--- src/rtl/jtoutrun_obj_pkg.sv ---
`default_nettype none
// ============================================================================
// Module   : jtoutrun_obj_pkg
// Purpose  : Shared types and constants for the OutRun object draw stage:
//            FSM states, line-end pixel code, 1:1 zoom step and the field
//            layout of the line-buffer word.
// Revision : 1.0  initial release
// ============================================================================
package jtoutrun_obj_pkg;

  typedef enum logic [1:0] {
    ST_IDLE  = 2'd0,
    ST_FETCH = 2'd1,
    ST_DRAW  = 2'd2
  } obj_state_t;

  localparam logic [3:0] END_CODE_DEF = 4'hF;
  // hzoom has a 9-bit fraction, so one whole source nibble per pixel is 0x200
  localparam logic [9:0] ZOOM_1TO1    = 10'h200;

  // bf_data = {shadow, prio[1:0], pal[6:0], color[3:0]}
  localparam int BF_COL_LSB  = 0;
  localparam int BF_PAL_LSB  = 4;
  localparam int BF_PRIO_LSB = 11;
  localparam int BF_SHD_BIT  = 13;

  function automatic logic [13:0] pack_bf(input logic       shadow,
                                          input logic [1:0] prio,
                                          input logic [6:0] pal,
                                          input logic [3:0] color);
    logic [13:0] v;
    v                     = '0;
    v[BF_COL_LSB  +: 4]   = color;
    v[BF_PAL_LSB  +: 7]   = pal;
    v[BF_PRIO_LSB +: 2]   = prio;
    v[BF_SHD_BIT]         = shadow;
    return v;
  endfunction

endpackage
`default_nettype wire

--- src/rtl/jtoutrun_obj_zoomstep.sv ---
`default_nettype none
// ============================================================================
// Module   : jtoutrun_obj_zoomstep
// Purpose  : Horizontal zoom step. Adds hzoom to the 9-bit fractional source
//            position, advances the nibble index by the integer carry (0..2)
//            and flags when the advance runs off the end of the 32-bit word.
// Revision : 1.0  initial release
// ============================================================================
module jtoutrun_obj_zoomstep (
  input  logic [8:0] i_frac,
  input  logic [2:0] i_idx,
  input  logic [9:0] i_hzoom,
  output logic [8:0] o_frac,
  output logic [2:0] o_idx,
  output logic       o_cross
);

  logic [9:0]  w_step;
  logic [10:0] w_sum;
  logic [3:0]  w_idx_sum;

  // zero zoom would hold the source still forever, so it is promoted to the smallest step
  always_comb begin
    w_step    = (i_hzoom == 10'd0) ? 10'd1 : i_hzoom;
    w_sum     = {2'b00, i_frac} + {1'b0, w_step};
    w_idx_sum = {1'b0, i_idx} + {2'b00, w_sum[10:9]};
    o_frac    = w_sum[8:0];
    o_idx     = w_idx_sum[2:0];
    o_cross   = w_idx_sum[3];
  end

endmodule
`default_nettype wire

--- src/rtl/jtoutrun_obj_render.sv ---
`default_nettype none
// ============================================================================
// Module   : jtoutrun_obj_render
// Purpose  : Object draw stage. Takes one draw command per sprite line,
//            fetches 4bpp pixel words from SDRAM, applies horizontal zoom and
//            writes opaque pixels into the object line buffer.
// Config   : JTOUTRUN_OBJ_CLIP_EN - suppress writes outside 0..VIS_W-1 and
//            end the command once the pen leaves the visible window.
// Revision : 1.0  initial release
// ============================================================================
module jtoutrun_obj_render
  import jtoutrun_obj_pkg::*;
#(
  parameter int         VIS_W    = 320,
  parameter logic [3:0] END_CODE = END_CODE_DEF,
  parameter int         MAXPXL   = 511
) (
  input  logic        clk,
  input  logic        rst,
  input  logic        hstart,
  input  logic        start,
  output logic        busy,
  input  logic [8:0]  xpos,
  input  logic [15:0] offset,
  input  logic [2:0]  bank,
  input  logic [1:0]  prio,
  input  logic        shadow,
  input  logic [6:0]  pal,
  input  logic        hflip,
  input  logic        backwd,
  input  logic [9:0]  hzoom,
  input  logic        obj_ok,
  output logic        obj_cs,
  output logic [17:0] obj_addr,
  input  logic [31:0] obj_data,
  output logic [8:0]  bf_addr,
  output logic [13:0] bf_data,
  output logic        bf_we
);

`ifdef JTOUTRUN_OBJ_CLIP_EN
  localparam bit C_CLIP = 1'b1;
`else
  localparam bit C_CLIP = 1'b0;
`endif
  localparam logic [9:0] C_VIS_W  = 10'(VIS_W);
  localparam logic [9:0] C_MAXPXL = 10'(MAXPXL);

  obj_state_t  r_st;
  logic [31:0] r_word;
  logic [8:0]  r_x;
  logic [8:0]  r_frac;
  logic [2:0]  r_idx;
  logic [9:0]  r_cnt;
  logic        r_was_in;
  logic [17:0] r_addr_prev;
  logic        r_cs_prev;
  logic        r_shadow;
  logic [1:0]  r_prio;
  logic [6:0]  r_pal;
  logic        r_hflip;
  logic        r_backwd;
  logic [9:0]  r_hzoom;

  logic [31:0] w_shift;
  logic [3:0]  w_color;
  logic [8:0]  w_frac_nxt;
  logic [2:0]  w_idx_nxt;
  logic        w_cross;
  logic        w_accept;
  logic        w_inside;
  logic        w_write_ok;
  logic        w_clip_out;
  logic        w_last;
  logic        w_unused;

  // offset[15] carries hflip on the original board; hflip arrives separately here
  assign w_unused = offset[15];

  jtoutrun_obj_zoomstep u_zoom (
    .i_frac  (r_frac),
    .i_idx   (r_idx),
    .i_hzoom (r_hzoom),
    .o_frac  (w_frac_nxt),
    .o_idx   (w_idx_nxt),
    .o_cross (w_cross)
  );

  // current pixel: forward words start at the top nibble, backward words at the bottom
  always_comb begin
    w_shift    = r_backwd ? (r_word >> {r_idx, 2'b00}) : (r_word << {r_idx, 2'b00});
    w_color    = r_backwd ? w_shift[3:0] : w_shift[31:28];
    // data only counts once the address has been presented for a full cycle
    w_accept   = obj_cs & r_cs_prev & obj_ok & (obj_addr == r_addr_prev);
    w_inside   = {1'b0, r_x} < C_VIS_W;
    w_write_ok = ~C_CLIP | w_inside;
    w_clip_out = C_CLIP & ~w_inside & r_was_in;
    w_last     = (r_cnt + 10'd1) == C_MAXPXL;
  end

  // command FSM with registered SDRAM and line-buffer outputs
  always_ff @(posedge clk or posedge rst) begin
    if (rst) begin
      r_st        <= ST_IDLE;
      busy        <= 1'b0;
      obj_cs      <= 1'b0;
      obj_addr    <= '0;
      bf_we       <= 1'b0;
      bf_addr     <= '0;
      bf_data     <= '0;
      r_word      <= '0;
      r_x         <= '0;
      r_frac      <= '0;
      r_idx       <= '0;
      r_cnt       <= '0;
      r_was_in    <= 1'b0;
      r_addr_prev <= '0;
      r_cs_prev   <= 1'b0;
      r_shadow    <= 1'b0;
      r_prio      <= '0;
      r_pal       <= '0;
      r_hflip     <= 1'b0;
      r_backwd    <= 1'b0;
      r_hzoom     <= ZOOM_1TO1;
    end else begin
      bf_we       <= 1'b0;
      r_addr_prev <= obj_addr;
      r_cs_prev   <= obj_cs;
      if (hstart) begin
        r_st   <= ST_IDLE;
        busy   <= 1'b0;
        obj_cs <= 1'b0;
      end else begin
        case (r_st)
          ST_IDLE: begin
            if (start) begin
              r_shadow <= shadow;
              r_prio   <= prio;
              r_pal    <= pal;
              r_hflip  <= hflip;
              r_backwd <= backwd;
              r_hzoom  <= hzoom;
              obj_addr <= {bank, offset[14:0]};
              r_x      <= xpos;
              r_frac   <= '0;
              r_idx    <= '0;
              r_cnt    <= '0;
              r_was_in <= 1'b0;
              busy     <= 1'b1;
              obj_cs   <= 1'b1;
              r_st     <= ST_FETCH;
            end
          end
          ST_FETCH: begin
            if (w_accept) begin
              r_word   <= obj_data;
              obj_cs   <= 1'b0;
              obj_addr <= r_backwd ? obj_addr - 18'd1 : obj_addr + 18'd1;
              r_st     <= ST_DRAW;
            end
          end
          ST_DRAW: begin
            if (w_color == END_CODE || w_clip_out) begin
              busy <= 1'b0;
              r_st <= ST_IDLE;
            end else begin
              if (w_color != 4'd0 && w_write_ok) begin
                bf_we   <= 1'b1;
                bf_addr <= r_x;
                bf_data <= pack_bf(r_shadow, r_prio, r_pal, w_color);
              end
              if (w_write_ok) r_was_in <= 1'b1;
              r_x    <= r_hflip ? r_x - 9'd1 : r_x + 9'd1;
              r_cnt  <= r_cnt + 10'd1;
              r_frac <= w_frac_nxt;
              r_idx  <= w_idx_nxt;
              if (w_last) begin
                busy <= 1'b0;
                r_st <= ST_IDLE;
              end else if (w_cross) begin
                obj_cs <= 1'b1;
                r_st   <= ST_FETCH;
              end
            end
          end
          default: r_st <= ST_IDLE;
        endcase
      end
    end
  end

endmodule
`default_nettype wire

--- config.mk ---
export PLATFORM = sky130hd
export DESIGN_NAME = jtoutrun_obj_render
export DESIGN_NICKNAME = d
export VERILOG_FILES = /design/src/rtl/jtoutrun_obj_pkg.sv /design/src/rtl/jtoutrun_obj_zoomstep.sv /design/src/rtl/jtoutrun_obj_render.sv
export SDC_FILE = /design/constraint.sdc
export NUM_CORES = 1
export LEC_CHECK = 0
export CORE_ASPECT_RATIO = 1.75
export CORE_MARGIN = 5
export CORE_UTILIZATION = 56
export CTS_BUF_LIST = sky130_fd_sc_hd__clkbuf_8
export DETAILED_ROUTE_END_ITERATION = 8
export GPL_TIMING_DRIVEN = 0
export PLACE_DENSITY = 0.85
export SLEW_MARGIN = 15
export SYNTH_ARGS = -nofsm -noshare
export SYNTH_HDL_FRONTEND = slang
export SYNTH_SLANG_ARGS = --single-unit
--- constraint.sdc ---
create_clock -name clk -period 6.1 [get_ports clk]
set_input_delay 0.61 -clock clk [delete_from_list [all_inputs] [get_ports clk]]
set_output_delay 0.61 -clock clk [all_outputs]
set_load 0.01 [all_outputs]
Yosys cells after proc, flatten, opt, wreduce, memory -nomap -nowiden
Index checks and enable logic that the tools add are counted.

operators by class
  bitwise logic cells = 5
  add/subtract/negate cells = 7
  mux-type cells = 42
  equality and inequality tests = 15
  shift operators = 2
  reductions and logical operators = 15

operator list
  cell                   number
  $mux 18                3
  $mux 9                 5
  $pmux 18 s2            1
  $pmux 9 s2             2
  $mux 32                1
  $shl 32x5->32          1
  $shr 32x5->32          1
  $mux 10                3
  $pmux 10 s2            1
  $add 18x1->18 const B  1
  $eq 18x18->1           1
  $sub 18x1->18 const B  1
  $mux 1                 13
  $mux 2                 6
  $ne 3x3->1 const B     4
  $reduce_and 3->1       4
  $reduce_and 4->1       3
  $add 9x10->11          1
  $add 10x1->10 const B  1
  $eq 10x9->1 const B    1
  $logic_not 10->1       1
  $add 9x1->9 const B    1
  $sub 9x1->9 const B    1
  $reduce_bool 4->1      2
  other kinds (20)       27

storage, ports and cells
  word-level logic and storage cells = 106
  input port bits = 87
  register bits = 150

Depth between registers and ports, before layout
  word-level depth = 9
  depth in mapped cells = 16

Hierarchy
Synthesis repeated with hierarchy kept, for this count alone.

unflattened totals
  cells, all modules = 727
  area, all modules = 8308.0 um^2

modules (own cells, without submodules)
  module                 area each (um^2)  cells an instance  instances
  jtoutrun_obj_render    7766.2            658                1
  jtoutrun_obj_zoomstep  541.8             69                 1

Worst setup path before layout
Ideal clock, no wire load.

  path kind = flip-flop to flip-flop
  start = reg r_hzoom[9]
  end = reg r_idx[2]
  arrival time = 3.120 ns
  slack = 2.901 ns
  stages on the path, launching flop included = 16
  library setup time = 0.078 ns
  path through = dfstp_2 > nor4_1 > a31o_2 > ha_1 > a21o_1 > a21oi_1 > o21ai_0 > o211ai_1 > o21bai_1 > a21oi_1 > xnor2_1 > ha_1 > inv_1 > fa_1 > or3_1 > a21oi_1

between the ends
  cells in the longest elaborated chain, start to end = 6

RTL lines
  element                 line                         text
  from (decl)             jtoutrun_obj_render.sv:63    logic [9:0] r_hzoom;
  from (signal assigned)  jtoutrun_obj_render.sv:142   r_hzoom <= hzoom;
  $logic_not 10->1        jtoutrun_obj_zoomstep.sv:24  w_step = (i_hzoom == 10'd0) ? 10'd1 : i_hzoom;
  $mux 10 (*)             jtoutrun_obj_zoomstep.sv:24
  $add 9x10->11 (*)       jtoutrun_obj_zoomstep.sv:25  w_sum = {2'b00, i_frac} + {1'b0, w_step};
  $add 3x2->4 (*)         jtoutrun_obj_zoomstep.sv:26  w_idx_sum = {1'b0, i_idx} + {2'b00, w_sum[10:9]};
  $mux 3 (*)              jtoutrun_obj_render.sv:163   if (w_color == END_CODE || w_clip_out) begin
  $pmux 3 s2 (*)          jtoutrun_obj_render.sv:134   case (r_st)
  to (signal assigned)    jtoutrun_obj_render.sv:176   r_idx <= w_idx_nxt;
  to (decl)               jtoutrun_obj_render.sv:53    logic [2:0] r_idx;

Mark *: on every way between the ends. The rest lies on a longest branch, timed or not. The select of a mux whose other input is x is not followed.
A chain may end at the register's enable or synchronous reset.

Worst setup path in the final report
  start = reg r_hzoom[9]
  end = reg obj_cs

between the ends
  cells in the longest elaborated chain, start to end = 6

RTL lines
  element                                line                         text
  $logic_not 10->1                       jtoutrun_obj_zoomstep.sv:24
  $mux 10 (*)                            jtoutrun_obj_zoomstep.sv:24
  $add 9x10->11 (*)                      jtoutrun_obj_zoomstep.sv:25
  $add 3x2->4 (*)                        jtoutrun_obj_zoomstep.sv:26
  $ne 3x2->1 (no source line) (*)        --
  $reduce_and 6->1 (no source line) (*)  --
  to (signal assigned)                   jtoutrun_obj_render.sv:106   obj_cs <= 1'b0;
  to (signal assigned)                   jtoutrun_obj_render.sv:132   obj_cs <= 1'b0;
  to (signal assigned)                   jtoutrun_obj_render.sv:150   obj_cs <= 1'b1;
  to (decl)                              jtoutrun_obj_render.sv:33    output logic obj_cs,

Mark *: on every way between the ends. The rest lies on a longest branch, timed or not.

==> flow_summary.yaml <==
status:
  status: "finished clean"
clocking:
  cts_max_level: 4
  cts_root_buffer: "clkbuf_8"
  cts-resized-gates: 0
  path_clk_slew_ns: 0.08
  cts.path.max_buffers: 2
  cts_made_buffers: 17
  cts_tree: "built"
  holdBufCountCts: 0
  clkLatencyLatePin_ns: 0.46
  cts_setup_buffers: 0
  clkSinkCount: 150
worst_setup_path:
  crit_path_top_delay_cell: "dfstp_2"
  worstPathCellList: "nor4_1, a31o_2, ha_1, fa_1, a21o_1, a21oi_1, nor2b_1, o21ai_0, a21oi_1, and2_1, o21a_1, ha_1, a21oi_1, nor2b_1, nand3_1, a31oi_1"
  critPathMostFrequentCell: "a21oi_1"
  crit_path_max_incr_delay_ns: 0.61
  crit_required_ns: 6.47
  cp_max_fo: 5
  cp-start-kind: "flip-flop"
  worstSetupPathType: "flip-flop to flip-flop"
  critPathArrivalTime_ns: 4.11
  end_kind: "flip-flop"
placed_design:
  port_buffers: 129
  place_inst: 1083
  dpl_cell_area_um2: 9910
  gp_congestion: 0.922
  dp_hpwl_um: 15200
detailed_routing:
  route.detailed.drc: 0
  vias_per_cell: 5.89
  vias: 6572
  wl_per_cell_um: 18.2
  ant_nets: 0
  drt-total-wl_um: 20300
  first_iter_violations: 261
  drt-pass1-iter-count: 5
synthesis:
  synth_edf_count: 0
  ys_seq_area_share_pct: 45.0
  syn_area_um2: 8350
  syn-mean-instance-area_um2: 10.8
  synth_area_leaders: "dfrtp_1 (45%), mux2_2 (7.3%), ha_1 (5.4%)"
  synthArstFlopShare_pct: 100
  synth-main-ff-cell: "dfrtp_1"
  syn_inst: 770
  yosysUniqueCellTypes: 65
  ys_ff_latch: 150
  yosysTopAreaCell: "dfrtp_1"
  synthesis.nets: 897
  yosysWarnings: 0
  synth_top_area_share_pct: 44.6
layout:
  final_area_um2: 10300
  final_cell_mix: "dfrtp_1 (149), clkdlybuf4s50_1 (129), nand2_1 (65)"
  layout_commonest_cell: "dfrtp_1"
  final_cells: 1115
  n_fill_cell: 1095
  diodes: 0
  fin_nets: 1046
  final_layout_size_suffix_gt1_share_pct: 15.0
  final_util_pct: 69.7
  synthToLayoutAreaGrowth_pct: 23.3
global_routing:
  track_usage_pct: 23.9
  grt_pass1_wl_um: 32900
  first_global_vias: 6851
  antenna_found_initial: 0
  gr-total-overflow: 0
  grt_max_degree: 104
die:
  core-area_um2: 14800
  chipWidth_um: 102
  initial_core_util_pct: 56.6
  fp.dieH_um: 172
  ios: 131
  design.die.area_um2: 17600
  core.rowCount: 59
timing:
  report.final.setup_viol: 0
  finalCritPeriodShare_pct: 61.3
  grt_setup_unrepaired: "no"
  drv_slew: 0
  slew_headroom_pct: 29.5
  fin_skew_ns: 0.0195
  hold_violations: 0
  period_minus_slack_ns: 3.74
  tightest_slew_ns: 1.05
  max_freq_mhz: 267
  fin_tns_setup_ns: 0
power:
  power.density_nw_per_um2: 267
  ir_drop_uv: 188
  p_leak_nw: 4.58
job:
  drv_cap: 0
min_path:
  hold_class: "flip-flop to flip-flop"
## flip-flops by register name (all words and copies together) (netlist names), 2 cells and up
name         count
r_st             2
r_frac           9
r_addr_prev     18
r_idx            3
r_cnt           10
obj_addr        18
r_hzoom         10
bf_data         14
r_prio           2
r_word          32
bf_addr          9
r_x              9
r_pal            7
## cell usage after synthesis, drive strengths merged, types with 6 or more instances
cell type and number:
dfrtp 149, mux2 71, nand2 65, nor2 48
o21ai 46, a21oi 38, ha 36, xor2 25
inv 24, clkbuf 22, mux2i 22, xnor2 20
nand3 19, buf 17, nor2b 14, nor3 14
a31oi 11, a221oi 9, a22o 9, mux4 9
or3 9, nor4 8, a21o 7, o21a 7
a211oi 6, and3 6, nand2b 6
## report_power, final
group | internal (mW) | leakage (nW) | total, mW | switching, mW
registers | 1.10 | 1.94 | 1.21 | 0.108
clock network | 0.345 | 0.194 | 0.762 | 0.417
logic | 0.388 | 2.45 | 0.777 | 0.389
total | 1.83 | 4.58 | 2.75 | 0.914
## routing by layer
layer	vias to the layer above	track usage, %	part of all wire, %
met4	0	10.5	3.2
met5	-	0	0
li1	3075	-	-
met3	48	3.49	4.0
met2	198	43.3	54
met1	3251	27.5	39
## per-stage QoR
step,total power [mW],worst slack [ns],hold slack [ns]
final,2.75,2.36,0.444
after global routing,2.90,2.03,0.443
after CTS,2.75,2.37,0.439
after detailed placement,2.00,2.42,0.429
after global placement,1.97,-0.549,0.423
after floorplan,1.72,1.46,0.433
## critical path, delay by kind of cell, from the launching register on
family,cells,cell delay (ns)
flops,1,0.61
fa+ha+maj,3,0.89
compound gates,8,1.42
simple gates,5,0.73
## cell families after synthesis
logic type      after synthesis  share of synthesized area [%]
compound gates              170                           13.7
simple gates                199                           11.2
flops                       150                           45.0
fa+ha+maj                    40                           6.35
mux                         102                           15.4
xor+xnor                     45                           4.72
buf+inv                      64                           3.67
## final cells by class
type / count / area (µm²) / area share (%)
plain buffers: 39 / 213 / 2.07
clock buffers: 18 / 248 / 2.41
clock inverters: 14 / 143 / 1.39
inverters: 25 / 101 / 0.984
multi-input cells: 556 / 4290 / 41.7
flip-flops and latches: 150 / 3750 / 36.5
well taps: 183 / 229 / 2.22
repair buffers: 130 / 1320 / 12.8
## worst paths after layout
path | startpoint | endpoint | slack (ns) | depth (start not counted)
worst min register to register | obj_addr[17]$_DFFE_PP0P_ | r_addr_prev[17]$_DFF_PP0_ | 0.44 | 0
worst max register to register | r_hzoom[9]$_DFFE_PP1P_ | obj_cs$_DFFE_PP0P_ | 2.36 | 16
max in group asynchronous | rst | obj_addr[3]$_DFFE_PP0P_ | 4.72 | 3
worst min-delay path | obj_addr[17]$_DFFE_PP0P_ | r_addr_prev[17]$_DFF_PP0_ | 0.44 | 0
worst max-delay path | r_hzoom[9]$_DFFE_PP1P_ | obj_cs$_DFFE_PP0P_ | 2.36 | 16
min in group asynchronous | rst | r_addr_prev[10]$_DFF_PP0_ | 0.54 | 2
No activity file was read; power rests on OpenSTA's default activity.
